**src/rtl/logic_sched_pkg.sv**
```systemverilog
// Shared types and defaults for the round-robin logic-unit scheduler.
package logic_sched_pkg;

    typedef enum logic {
        ST_EMPTY = 1'b0,
        ST_FULL  = 1'b1
    } sched_state_e;

    localparam int unsigned DEFAULT_NREQ  = 4;
    localparam int unsigned DEFAULT_WIDTH = 1;
    localparam int unsigned DEFAULT_ID_W  = $clog2(DEFAULT_NREQ);

endpackage

```
**src/rtl/rr_arbiter.sv**
```systemverilog
// Combinational round-robin arbiter: first set request at or above i_ptr, wrapping.
module rr_arbiter
    import logic_sched_pkg::*;
#(
    parameter int unsigned NREQ = DEFAULT_NREQ,
    parameter int unsigned ID_W = $clog2(NREQ)
) (
    input  logic [NREQ-1:0] i_req,
    input  logic [ID_W-1:0] i_ptr,
    input  logic            i_enable,
    output logic [NREQ-1:0] o_grant,
    output logic [ID_W-1:0] o_idx,
    output logic            o_any
);

    logic [ID_W:0] w_pos;

    always_comb begin
        o_grant = '0;
        o_idx   = '0;
        o_any   = 1'b0;
        w_pos   = '0;
        for (int k = 0; k < NREQ; k++) begin
            // Candidate index ptr+k, folded back into 0..NREQ-1.
            w_pos = {1'b0, i_ptr} + (ID_W + 1)'(k);
            if (w_pos >= (ID_W + 1)'(NREQ)) begin
                w_pos = w_pos - (ID_W + 1)'(NREQ);
            end
            if (i_enable && !o_any && i_req[w_pos[ID_W-1:0]]) begin
                o_any                   = 1'b1;
                o_grant[w_pos[ID_W-1:0]] = 1'b1;
                o_idx                   = w_pos[ID_W-1:0];
            end
        end
    end

endmodule

```
**src/rtl/logic_unit_scheduler.sv**
```systemverilog
// Shares one registered (f2 = a|b, f1 = stored_f2 & b) unit among NREQ requesters.
// LOGIC_SCHED_HISTORY_PER_REQ_EN: keep one stored_f2 per requester instead of a shared one.
module logic_unit_scheduler
    import logic_sched_pkg::*;
#(
    parameter int unsigned NREQ  = DEFAULT_NREQ,
    parameter int unsigned WIDTH = DEFAULT_WIDTH,
    parameter int unsigned ID_W  = $clog2(NREQ)
) (
    input  logic                  i_clk,
    input  logic                  i_rst,
    input  logic [NREQ-1:0]       i_req_valid,
    input  logic [NREQ*WIDTH-1:0] i_req_a,
    input  logic [NREQ*WIDTH-1:0] i_req_b,
    output logic [NREQ-1:0]       o_req_ready,
    output logic                  o_rsp_valid,
    output logic [ID_W-1:0]       o_rsp_id,
    output logic [WIDTH-1:0]      o_rsp_f1,
    output logic [WIDTH-1:0]      o_rsp_f2,
    input  logic                  i_rsp_ready
);

    sched_state_e    r_state;
    logic [ID_W-1:0] r_ptr;
    logic [ID_W-1:0] r_rsp_id;
    logic [WIDTH-1:0] r_rsp_f1;
    logic [WIDTH-1:0] r_rsp_f2;

    logic            w_enable;
    logic            w_accept;
    logic [NREQ-1:0] w_grant;
    logic [ID_W-1:0] w_idx;
    logic [WIDTH-1:0] w_a;
    logic [WIDTH-1:0] w_b;
    logic [WIDTH-1:0] w_f2;
    logic [WIDTH-1:0] w_hist;
    logic [ID_W-1:0] w_ptr_next;

    // No grants during reset so nothing is consumed that the reset would discard.
    assign w_enable = !i_rst && ((r_state == ST_EMPTY) || i_rsp_ready);

    rr_arbiter #(
        .NREQ (NREQ),
        .ID_W (ID_W)
    ) u_arb (
        .i_req    (i_req_valid),
        .i_ptr    (r_ptr),
        .i_enable (w_enable),
        .o_grant  (w_grant),
        .o_idx    (w_idx),
        .o_any    (w_accept)
    );

    assign o_req_ready = w_grant;
    assign w_a         = i_req_a[w_idx*WIDTH +: WIDTH];
    assign w_b         = i_req_b[w_idx*WIDTH +: WIDTH];
    assign w_f2        = w_a | w_b;
    assign w_ptr_next  = (w_idx == ID_W'(NREQ - 1)) ? '0 : w_idx + ID_W'(1);

`ifdef LOGIC_SCHED_HISTORY_PER_REQ_EN
    logic [WIDTH-1:0] r_hist [NREQ];

    assign w_hist = r_hist[w_idx];

    always_ff @(posedge i_clk) begin
        if (i_rst) begin
            for (int i = 0; i < NREQ; i++) begin
                r_hist[i] <= '0;
            end
        end else if (w_accept) begin
            r_hist[w_idx] <= w_f2;
        end
    end
`else
    logic [WIDTH-1:0] r_hist;

    assign w_hist = r_hist;

    always_ff @(posedge i_clk) begin
        if (i_rst) begin
            r_hist <= '0;
        end else if (w_accept) begin
            r_hist <= w_f2;
        end
    end
`endif

    always_ff @(posedge i_clk) begin
        if (i_rst) begin
            r_state  <= ST_EMPTY;
            r_ptr    <= '0;
            r_rsp_id <= '0;
            r_rsp_f1 <= '0;
            r_rsp_f2 <= '0;
        end else begin
            if (w_accept) begin
                r_state  <= ST_FULL;
                r_ptr    <= w_ptr_next;
                r_rsp_id <= w_idx;
                r_rsp_f1 <= w_hist & w_b;
                r_rsp_f2 <= w_f2;
            end else if ((r_state == ST_FULL) && i_rsp_ready) begin
                r_state <= ST_EMPTY;
            end
        end
    end

    assign o_rsp_valid = (r_state == ST_FULL);
    assign o_rsp_id    = r_rsp_id;
    assign o_rsp_f1    = r_rsp_f1;
    assign o_rsp_f2    = r_rsp_f2;

endmodule

```
**config.mk**
```make
export PLATFORM = sky130hd
export DESIGN_NAME = logic_unit_scheduler
export DESIGN_NICKNAME = d
export VERILOG_FILES = /design/src/rtl/logic_sched_pkg.sv /design/src/rtl/rr_arbiter.sv /design/src/rtl/logic_unit_scheduler.sv
export SDC_FILE = /design/constraint.sdc
export NUM_CORES = 1
export LEC_CHECK = 0
export CORE_AREA = 2 2 63 65
export CTS_CLUSTER_DIAMETER = 80
export DETAILED_ROUTE_END_ITERATION = 8
export DIE_AREA = 0 0 65 67
export SLEW_MARGIN = 10
export SYNTH_ARGS = -nofsm -noshare
export SYNTH_HDL_FRONTEND = slang
export SYNTH_SLANG_ARGS = --single-unit
```
**constraint.sdc**
```tcl
create_clock -name i_clk -period 3.5 [get_ports i_clk]
set_input_delay 1.05 -clock i_clk [delete_from_list [all_inputs] [get_ports i_clk]]
set_output_delay 1.05 -clock i_clk [all_outputs]
set_load 0.02 [all_outputs]
```
Word level (Yosys, flattened, before mapping)
Index checks and enable logic that the tools add are counted.
W data, S select, Z words.
{"block": "word_totals", "mem_count": 0, "ram_bits": 0, "output_inout_bits": 9, "mem_bits_ro": 0, "word_cells": 88, "latchBits": 0, "in_bits": 15, "register_bits": 7}
{"block": "classes", "n_div": 0, "n_shift": 2, "reduce_logical": 19, "n_mul": 0, "n_bitwise": 6, "n_mux": 35, "n_lt_le_gt_ge": 12, "eq_ne": 1, "add_sub_neg": 8}
{"operator": "$mux W2", "count": 9}
{"operator": "$mux W4", "count": 4}
{"operator": "$mux W1", "count": 14}
{"operator": "$logic_and A1 B1 Y1", "count": 13}
{"operator": "$lt A2 B3 Y1 const B", "count": 4}
{"operator": "$or A4 B4 Y4", "count": 3}
{"operator": "$ge A3 B3 Y1 const B", "count": 3}
{"operator": "$bmux W1 S2", "count": 4}
{"operator": "$demux W1 S2", "count": 4}
{"operator": "$ge A2 B1 Y1 const B", "count": 4}
{"operator": "$shiftx A4 B3 Y1", "count": 2}
{"operator": "$sub A2 B1 Y2 const B", "count": 4}
{"operator": "$add A2 B2 Y3 const B", "count": 2}
{"operator": "$logic_not A1 Y1", "count": 4}
{"operator": "$add A2 B1 Y3 const B", "count": 1}
{"operator": "$ge A2 B3 Y1 const B", "count": 1}
{"operator": "$add A2 B1 Y2 const B", "count": 1}
{"operator": "$eq A2 B2 Y1 const B", "count": 1}
{"operator": "$reduce_bool A2 Y1", "count": 1}
{"operator": "$and A1 B1 Y1", "count": 1}
{"operator": "$logic_or A1 B1 Y1", "count": 1}
{"operator": "$not A1 Y1", "count": 1}
{"operator": "$or A1 B1 Y1", "count": 1}

Logic depth before layout (Yosys ltp)
Gate-level depths: netlist of run 1.
{"block": "logic_depth", "word_depth": 20, "mapped_depth": 11, "ltp_nobuf": 8}

By module
From an unflattened synthesis of run 1, not the netlist that was laid out.
{"block": "unflattened", "cells_unflattened": 100, "hier_area_um2": 885.8}
{"mod": "rr_arbiter", "seq_area_each_um2": 0.0, "area_each_um2": 549.3, "cells_each": 66, "instances": 1}
{"mod": "logic_unit_scheduler", "seq_area_each_um2": 140.1, "area_each_um2": 336.6, "cells_each": 34, "instances": 1}

Worst setup path after synthesis of run 1
No wires, ideal clock.
{"block": "synth_path", "kind": "input-to-output", "startpoint": "input i_req_valid[0]", "endpoint": "output o_req_ready[0]", "slack_ns": -0.077, "cell_stages": 6, "required_ns": 2.450, "path_buffers": 1, "arrival_ns": 2.527, "path_cell_list": "clkbuf_2 -> mux4_2 -> nor2b_2 -> nor3b_2 -> a22oi_1 -> o21ai_0"}
{"block": "synth_via", "elab_chain_cells": 16, "elab_cells_between_ends": 28, "cone_classes": "mux: 15; bitwise: 3; reduce/logical: 10"}
{"item": "start: declaration", "line_no": "logic_unit_scheduler.sv:12", "text": "input logic [NREQ-1:0] i_req_valid,"}
{"item": "$bmux W1 S2", "line_no": "rr_arbiter.sv:29", "text": "if (i_enable && !o_any && i_req[w_pos[ID_W-1:0]]) begin"}
{"item": "$mux W1 (not written as such)", "line_no": "rr_arbiter.sv:29"}
{"item": "$logic_and A1 B1 Y1", "line_no": "rr_arbiter.sv:29"}
{"item": "$mux W1", "line_no": "rr_arbiter.sv:29"}
{"item": "$logic_not A1 Y1", "line_no": "rr_arbiter.sv:29"}
{"item": "$logic_and A1 B1 Y1 (2 in a row)", "line_no": "rr_arbiter.sv:29"}
{"item": "$mux W1", "line_no": "rr_arbiter.sv:29"}
{"item": "$logic_not A1 Y1", "line_no": "rr_arbiter.sv:29"}
{"item": "$logic_and A1 B1 Y1 (2 in a row)", "line_no": "rr_arbiter.sv:29"}
{"item": "$mux W1", "line_no": "rr_arbiter.sv:29"}
{"item": "$logic_not A1 Y1", "line_no": "rr_arbiter.sv:29"}
{"item": "$logic_and A1 B1 Y1 (2 in a row)", "line_no": "rr_arbiter.sv:29"}
{"item": "$mux W4 *", "line_no": "rr_arbiter.sv:29"}
{"item": "end: declaration", "line_no": "logic_unit_scheduler.sv:15", "text": "output logic [NREQ-1:0] o_req_ready,"}
Mark *: on every way between the ends. The rest lies on a longest branch, timed or not. The select of a mux whose other input is x is not followed.

Worst setup path after layout of run 1
{"block": "layout_path", "startpoint": "input i_req_valid[2]", "endpoint": "output o_req_ready[3]"}
Same word-level chain as after synthesis.

==> qor.yml, run 1 <==
die_width_um: 65
fin_util_pct: 37.1
synth-simple-area-share_pct: 26.1
stdcell_count: 197
path_buf_inv: 2
ant_nets: 0
synth_top_family_by_area: "compound AO/OA/AOI/OAI gates"
drc: 0
avgViaCountPerCell: 5.18
cp_data_arrival_time_ns: 2.48
worst_slew_pin_slew_ns: 0.671
maxSlewHeadroom_pct: 54.7
grt_max_degree: 19
grtUsageTotal_pct: 11.7
setup_ws_ns: -0.0271
hold_path_startpoint: "o_rsp_id[1]$_SDFFE_PP0P_"
min_to: "o_rsp_id[1]$_SDFFE_PP0P_"
synth_most_common_cell: "o21ai_0"
nNetsFinal: 169
finalClockSkew_ns: 0.00146
drtPass1Iterations: 4
cts-root-buf: "clkbuf_8"
async_flop_share_pct: 0
wl_mm: 2.50
preCtsSetupSlack_ns: -0.891
violations: "setup timing"
fillers: 383
seqCellArea_um2: 140
grt_pass1_vias: 932
antenna_found_initial: 0
synth_top_area_share_pct: 15.9
r2r-end: "o_rsp_f2$_SDFFE_PP0P_"
finalHoldViolations: 0
max_freq_ghz: 0.284
timing.reg2reg.setup_slack_ns: 0.98
path_cells: "buf_6 > mux4_2 > nor2b_4 > nor3b_4 > a22oi_2 > o21ai_1 > buf_4"
ys_seq_elements: 7
setup_viol: 4
first_iter_violations: 64
ys_warn_count: 0
worstPathRequired_ns: 2.45
hold_path.class: "flip-flop to flip-flop"
postCtsHoldBufs: 0
synthAdderAreaFrac_pct: 5.67
netlist_top_cells_count: "o21ai_0, a21oi_1, nor2_1"
yosysUniqueCellTypes: 40
status: "finished with violations"
p_per_area_mw_per_mm2: 455
cap_violations: 0
n_antenna_cell: 0
ys.flop_type: "dfxtp_1"
multi_input_area_um2: 701
slowest_stage: "mux4_2"
numCtsBuffers: 3
core.rowCount: 22
pin_count: 24
start_kind: "primary input"
start_util_pct: 24.5
cp_max_fo: 5
cts_sinks: 7
ys_seq_area_share_pct: 15.9
wire_per_inst_um: 12.7
critical-path-max-stage-delay_ns: 0.50
fin_crit_sh_pct: 101
numPortBuffers: 23
place_inst: 192
die_y_um: 67
synth_xor_area_share_pct: 0.992
num_vias: 1020
gp_congestion: 0.828
holdPathStages: 2
max-vdd-ir-drop_uv: 277
clk_pin_slew_ns: 0.04
synthCells: 114
cts_tree: "yes"
setup_tns_ns: -0.103
yosysTopAreaCell: "dfxtp_1"
drive_above_1_share_pct: 28.9
critPathKind: "primary input to output port"
leakagePower_nw: 0.539
dpl.hpwl_mm: 1.94
layout_min_cycle_time_ns: 3.53
r2r-start: "r_ptr[0]$_SDFFE_PP0P_"
synth.area.top_cells: "dfxtp_1, mux4_2, o21ai_0, a21oi_1, ha_1"
synth_compound_area_share_pct: 30.3
rsz0062_at_grt: "true"
grt_pass1_wl_mm: 4.08
cts_max_level: 1
clk_latency_ns: 0.23
syn_area_um2: 883
die_area_mm2: 0.00436
fp.coreArea_mm2: 0.00361
critPathCaptureType: "output port"
clockBufferDepth: 2
syn_area_per_cell_um2: 7.75
synth_edf_count: 0
reg2reg_depth: 9
finalPower_uw: 609
grt.overflow.total: 0
syn_nets: 133
syn_to_final_growth_pct: 51.4
drv_slew: 0
crit_family: "multiplexers"
synthMuxAreaShare_pct: 12.2
-- sequential cells by signal (all words and copies together), names as in the netlist --
register and count:
o_rsp_id 2, r_ptr 2, o_rsp_f1 1, o_rsp_f2 1
o_rsp_valid 1
-- layout make-up --
cell class | count | area share, %
multi-input combinational | 92 | 52.4
timing repair buffer | 42 | 28.1
sequential | 7 | 10.5
tap | 48 | 4.49
clock buffer | 3 | 3.09
inverter | 4 | 1.12
clock inverter | 1 | 0.374
-- per-stage QoR --
step	area [um^2]	hold WS, ns
2_1_floorplan	883	0.580
5_1_grt	1340	0.524
3_5_place_dp	1240	0.477
6_report	1340	0.492
3_3_place_gp	1240	0.483
4_1_cts	1310	0.496
-- worst max-delay path by stage --
stage | slack, ns | endpoint | depth (start not counted) | from
after floorplan | -0.07 | o_req_ready[0] | 6 | i_req_valid[0]
after global placement | -0.84 | o_req_ready[2] | 7 | i_req_valid[0]
after detailed placement | -0.89 | o_req_ready[2] | 7 | i_req_valid[1]
after CTS | -0.009 | o_req_ready[2] | 8 | i_req_valid[0]
after global routing | -0.11 | o_req_ready[0] | 7 | i_req_valid[2]
final | -0.03 | o_req_ready[3] | 7 | i_req_valid[2]
-- cells by family after synthesis --
| family | Yosys count |
|---|---|
| adders and majority gates | 4 |
| DFF | 7 |
| xor gates and xnor gates | 1 |
| and+or+nand+nor | 41 |
| AOI/OAI and AO/OA | 39 |
| buffers and inverters | 15 |
| muxes | 7 |
-- worst reg2reg max path, cell delays in order, from the launching register on --
cell      delay [ns]
dfxtp_1         0.32
inv_1           0.06
ha_1            0.32
buf_4           0.17
mux2i_1         0.20
a21oi_1         0.08
o311ai_0        0.59
nand2_1         0.27
o31ai_1         0.26
o311ai_1        0.11
-- cells in the final DEF (no fill, tap or decap), types with 2 or more instances in the layout --
cell type,count
nor3b_1,2
mux4_2,3
nand2_1,7
inv_1,4
buf_4,22
o21ai_0,7
o311ai_0,2
clkdlybuf4s50_1,15
ha_1,4
a22oi_1,2
nand3b_1,2
nor2b_1,3
clkbuf_8,3
mux2i_1,4
buf_6,4
dfxtp_1,7
nand3_1,5
nor2_1,10
a22oi_2,2
nor4_1,2
o21ai_1,4
nand2b_4,3
a211oi_1,2
a21oi_1,10
-- power breakdown --
part           internal, mW  switching, mW  leakage (nW)  total, mW
Sequential           0.0971         0.0105        0.0578      0.108
Clock                0.0772         0.0365        0.0255      0.114
Combinational         0.190          0.197         0.455      0.387
Total                 0.364          0.244         0.539      0.609
-- layer usage --
metal	part of all wire (%)	GRT usage (%)	vias up
li1	-	-	498
met1	45	15.1	483
met2	49	20.7	39
met3	5.6	2.53	0
met4	0	0.798	0
met5	0	0	-
-- what timing repair did --
action	CTS	global route
setup buffers	1	0
gates resized for setup	45	6
setup endpoints to repair	4	4
pin swaps	2	1
gates cloned	0	0
(Power assumes the default switching activity.)
==> inputs of run 2 (changes only) <==
--- a/config.mk
+++ b/config.mk
@@ -9,7 +9,7 @@
 export CTS_CLUSTER_DIAMETER = 80
 export DETAILED_ROUTE_END_ITERATION = 8
 export DIE_AREA = 0 0 65 67
-export SLEW_MARGIN = 10
+export SLEW_MARGIN = 20
 export SYNTH_ARGS = -nofsm -noshare
 export SYNTH_HDL_FRONTEND = slang
 export SYNTH_SLANG_ARGS = --single-unit
==> results of run 2 <==
No change in the layout: final DEF, timing and power equal those of run 1.
==> inputs of run 3 (changes only) <==
--- a/config.mk
+++ b/config.mk
@@ -5,10 +5,12 @@
 export SDC_FILE = /design/constraint.sdc
 export NUM_CORES = 1
 export LEC_CHECK = 0
+export ABC_CLOCK_PERIOD_IN_PS = 3500
 export CORE_AREA = 2 2 63 65
 export CTS_CLUSTER_DIAMETER = 80
 export DETAILED_ROUTE_END_ITERATION = 8
 export DIE_AREA = 0 0 65 67
+export PLACE_DENSITY = 0.58
 export SLEW_MARGIN = 20
 export SYNTH_ARGS = -nofsm -noshare
 export SYNTH_HDL_FRONTEND = slang
==> qor.yml, run 3 (synthesized netlist as in run 1, its figures left out) <==
fin_util_pct: 36.6
start_kind: "primary input"
violations: "setup timing"
cts_tree: "yes"
max_freq_ghz: 0.284
gp_congestion: 0.830
critPathKind: "primary input to output port"
setup_viol: 4
drtPass1Iterations: 6
cts_sinks: 7
grt_max_degree: 19
die_y_um: 67
drv_slew: 0
syn_to_final_growth_pct: 49.6
layout_commonest_cell: "buf_4"
dpl.hpwl_mm: 1.88
numPortBuffers: 23
core.rowCount: 22
drive_above_1_share_pct: 26.8
pin_count: 24
clk_latency_ns: 0.23
n_antenna_cell: 0
fp.coreArea_mm2: 0.00361
hold_path.class: "flip-flop to flip-flop"
critPathCaptureType: "output port"
max-vdd-ir-drop_uv: 272
start_util_pct: 24.5
leakagePower_nw: 0.530
setup_tns_ns: -0.0830
whs_ns: 0.496
grtUsageTotal_pct: 11.7
ant_nets: 0
num_vias: 997
postCtsHoldBufs: 0
rsz0062_at_grt: "true"
p_per_area_mw_per_mm2: 455
cts_max_level: 1
fin_crit_sh_pct: 101
worst_slew_pin_slew_ns: 0.681
clk_pin_slew_ns: 0.04
wire_per_inst_um: 12.5
layout_common_cells: "buf_4, clkdlybuf4s50_1, nor2_1, a21oi_1"
maxSlewHeadroom_pct: 54.0
cap_violations: 0
nNetsFinal: 169
worstPathRequired_ns: 2.45
avgViaCountPerCell: 5.06
setup_ws_ns: -0.0265
cts-root-buf: "clkbuf_8"
finalClockSkew_ns: 0.00390
first_iter_violations: 51
finalHoldViolations: 0
fillers: 383
die_width_um: 65
wl_mm: 2.45
finalPower_uw: 601
layout_min_cycle_time_ns: 3.53
grt_pass1_vias: 958
cp_data_arrival_time_ns: 2.48
status: "finished with violations"
grt_pass1_wl_mm: 4.08
cp_max_fo: 5
clockBufferDepth: 2
grt.overflow.total: 0
numCtsBuffers: 3
die_area_mm2: 0.00436
antenna_found_initial: 0
drc: 0
==> run 3: changes by cell type in the layout (fill, tap and decap cells not counted) <==
cell	previous run	this run
a22oi_1	2	4
clkinv_2	1	0
buf_4	22	21
buf_6	4	6
nand2b_4	3	2
clkbuf_1	0	1
nor2b_1	3	2
a22oi_2	2	0
nor2b_2	0	1
buf_8	1	0
nand2b_1	1	2
==> run 3: layout make-up <==
cell class	count	area [um^2]	share of cell area [%]
clock buffer	4	45.0	3.41
inverter	4	15.0	1.14
multi-input combinational	92	686	51.9
sequential	7	140	10.6
tap	48	60.1	4.55
timing repair buffer	42	375	28.4
==> run 3: worst max-delay path: stages <==
cell and delay, ns:
buf_6 0.10, mux4_2 0.51, nor2b_4 0.14, nor3b_4 0.28, a22oi_1 0.14, o21ai_1 0.10, buf_4 0.15
==> run 3: repair_timing <==
item	CTS	global route
gates resized for setup	47	1
buffers inserted	2	0
pin swaps	2	1
endpoints found under the setup margin	4	4
hold endpoints to repair	0	0
==> run 3: through the flow <==
step | cells | worst slack (ns) | instance area (um^2)
global route | 197 | -0.102 | 1320
detailed placement | 191 | -0.898 | 1240
global placement | 191 | -0.834 | 1240
floorplan | 114 | -0.0677 | 883
finish | 197 | -0.0265 | 1320
CTS | 197 | -0.000952 | 1320
==> run 3: layer usage <==
layer	part of all wire [%]	up-vias	GRT usage, %
li1	-	493	-
met1	46	470	14.3
met2	48	28	20.1
met3	4.4	6	2.70
met4	1.5	0	4.26
met5	0	-	0
==> run 3: path summary, 6_finish.rpt <==
check | startpoint | endpoint | slack [ns] | depth (start not counted)
hold / removal | o_rsp_id[1]$_SDFFE_PP0P_ | o_rsp_id[1]$_SDFFE_PP0P_ | 0.50 | 2
setup / recovery | i_req_valid[2] | o_req_ready[3] | -0.03 | 7
hold reg to reg | o_rsp_id[1]$_SDFFE_PP0P_ | o_rsp_id[1]$_SDFFE_PP0P_ | 0.50 | 2
setup reg to reg | r_ptr[0]$_SDFFE_PP0P_ | o_rsp_f2$_SDFFE_PP0P_ | 0.93 | 9
==> run 3: power by group <==
| group | leakage [nW] | switching, mW | internal [mW] |
|---|---|---|---|
| sequential | 0.0578 | 0.0101 | 0.0971 |
| clock | 0.0228 | 0.0334 | 0.0787 |
| combinational | 0.450 | 0.193 | 0.188 |
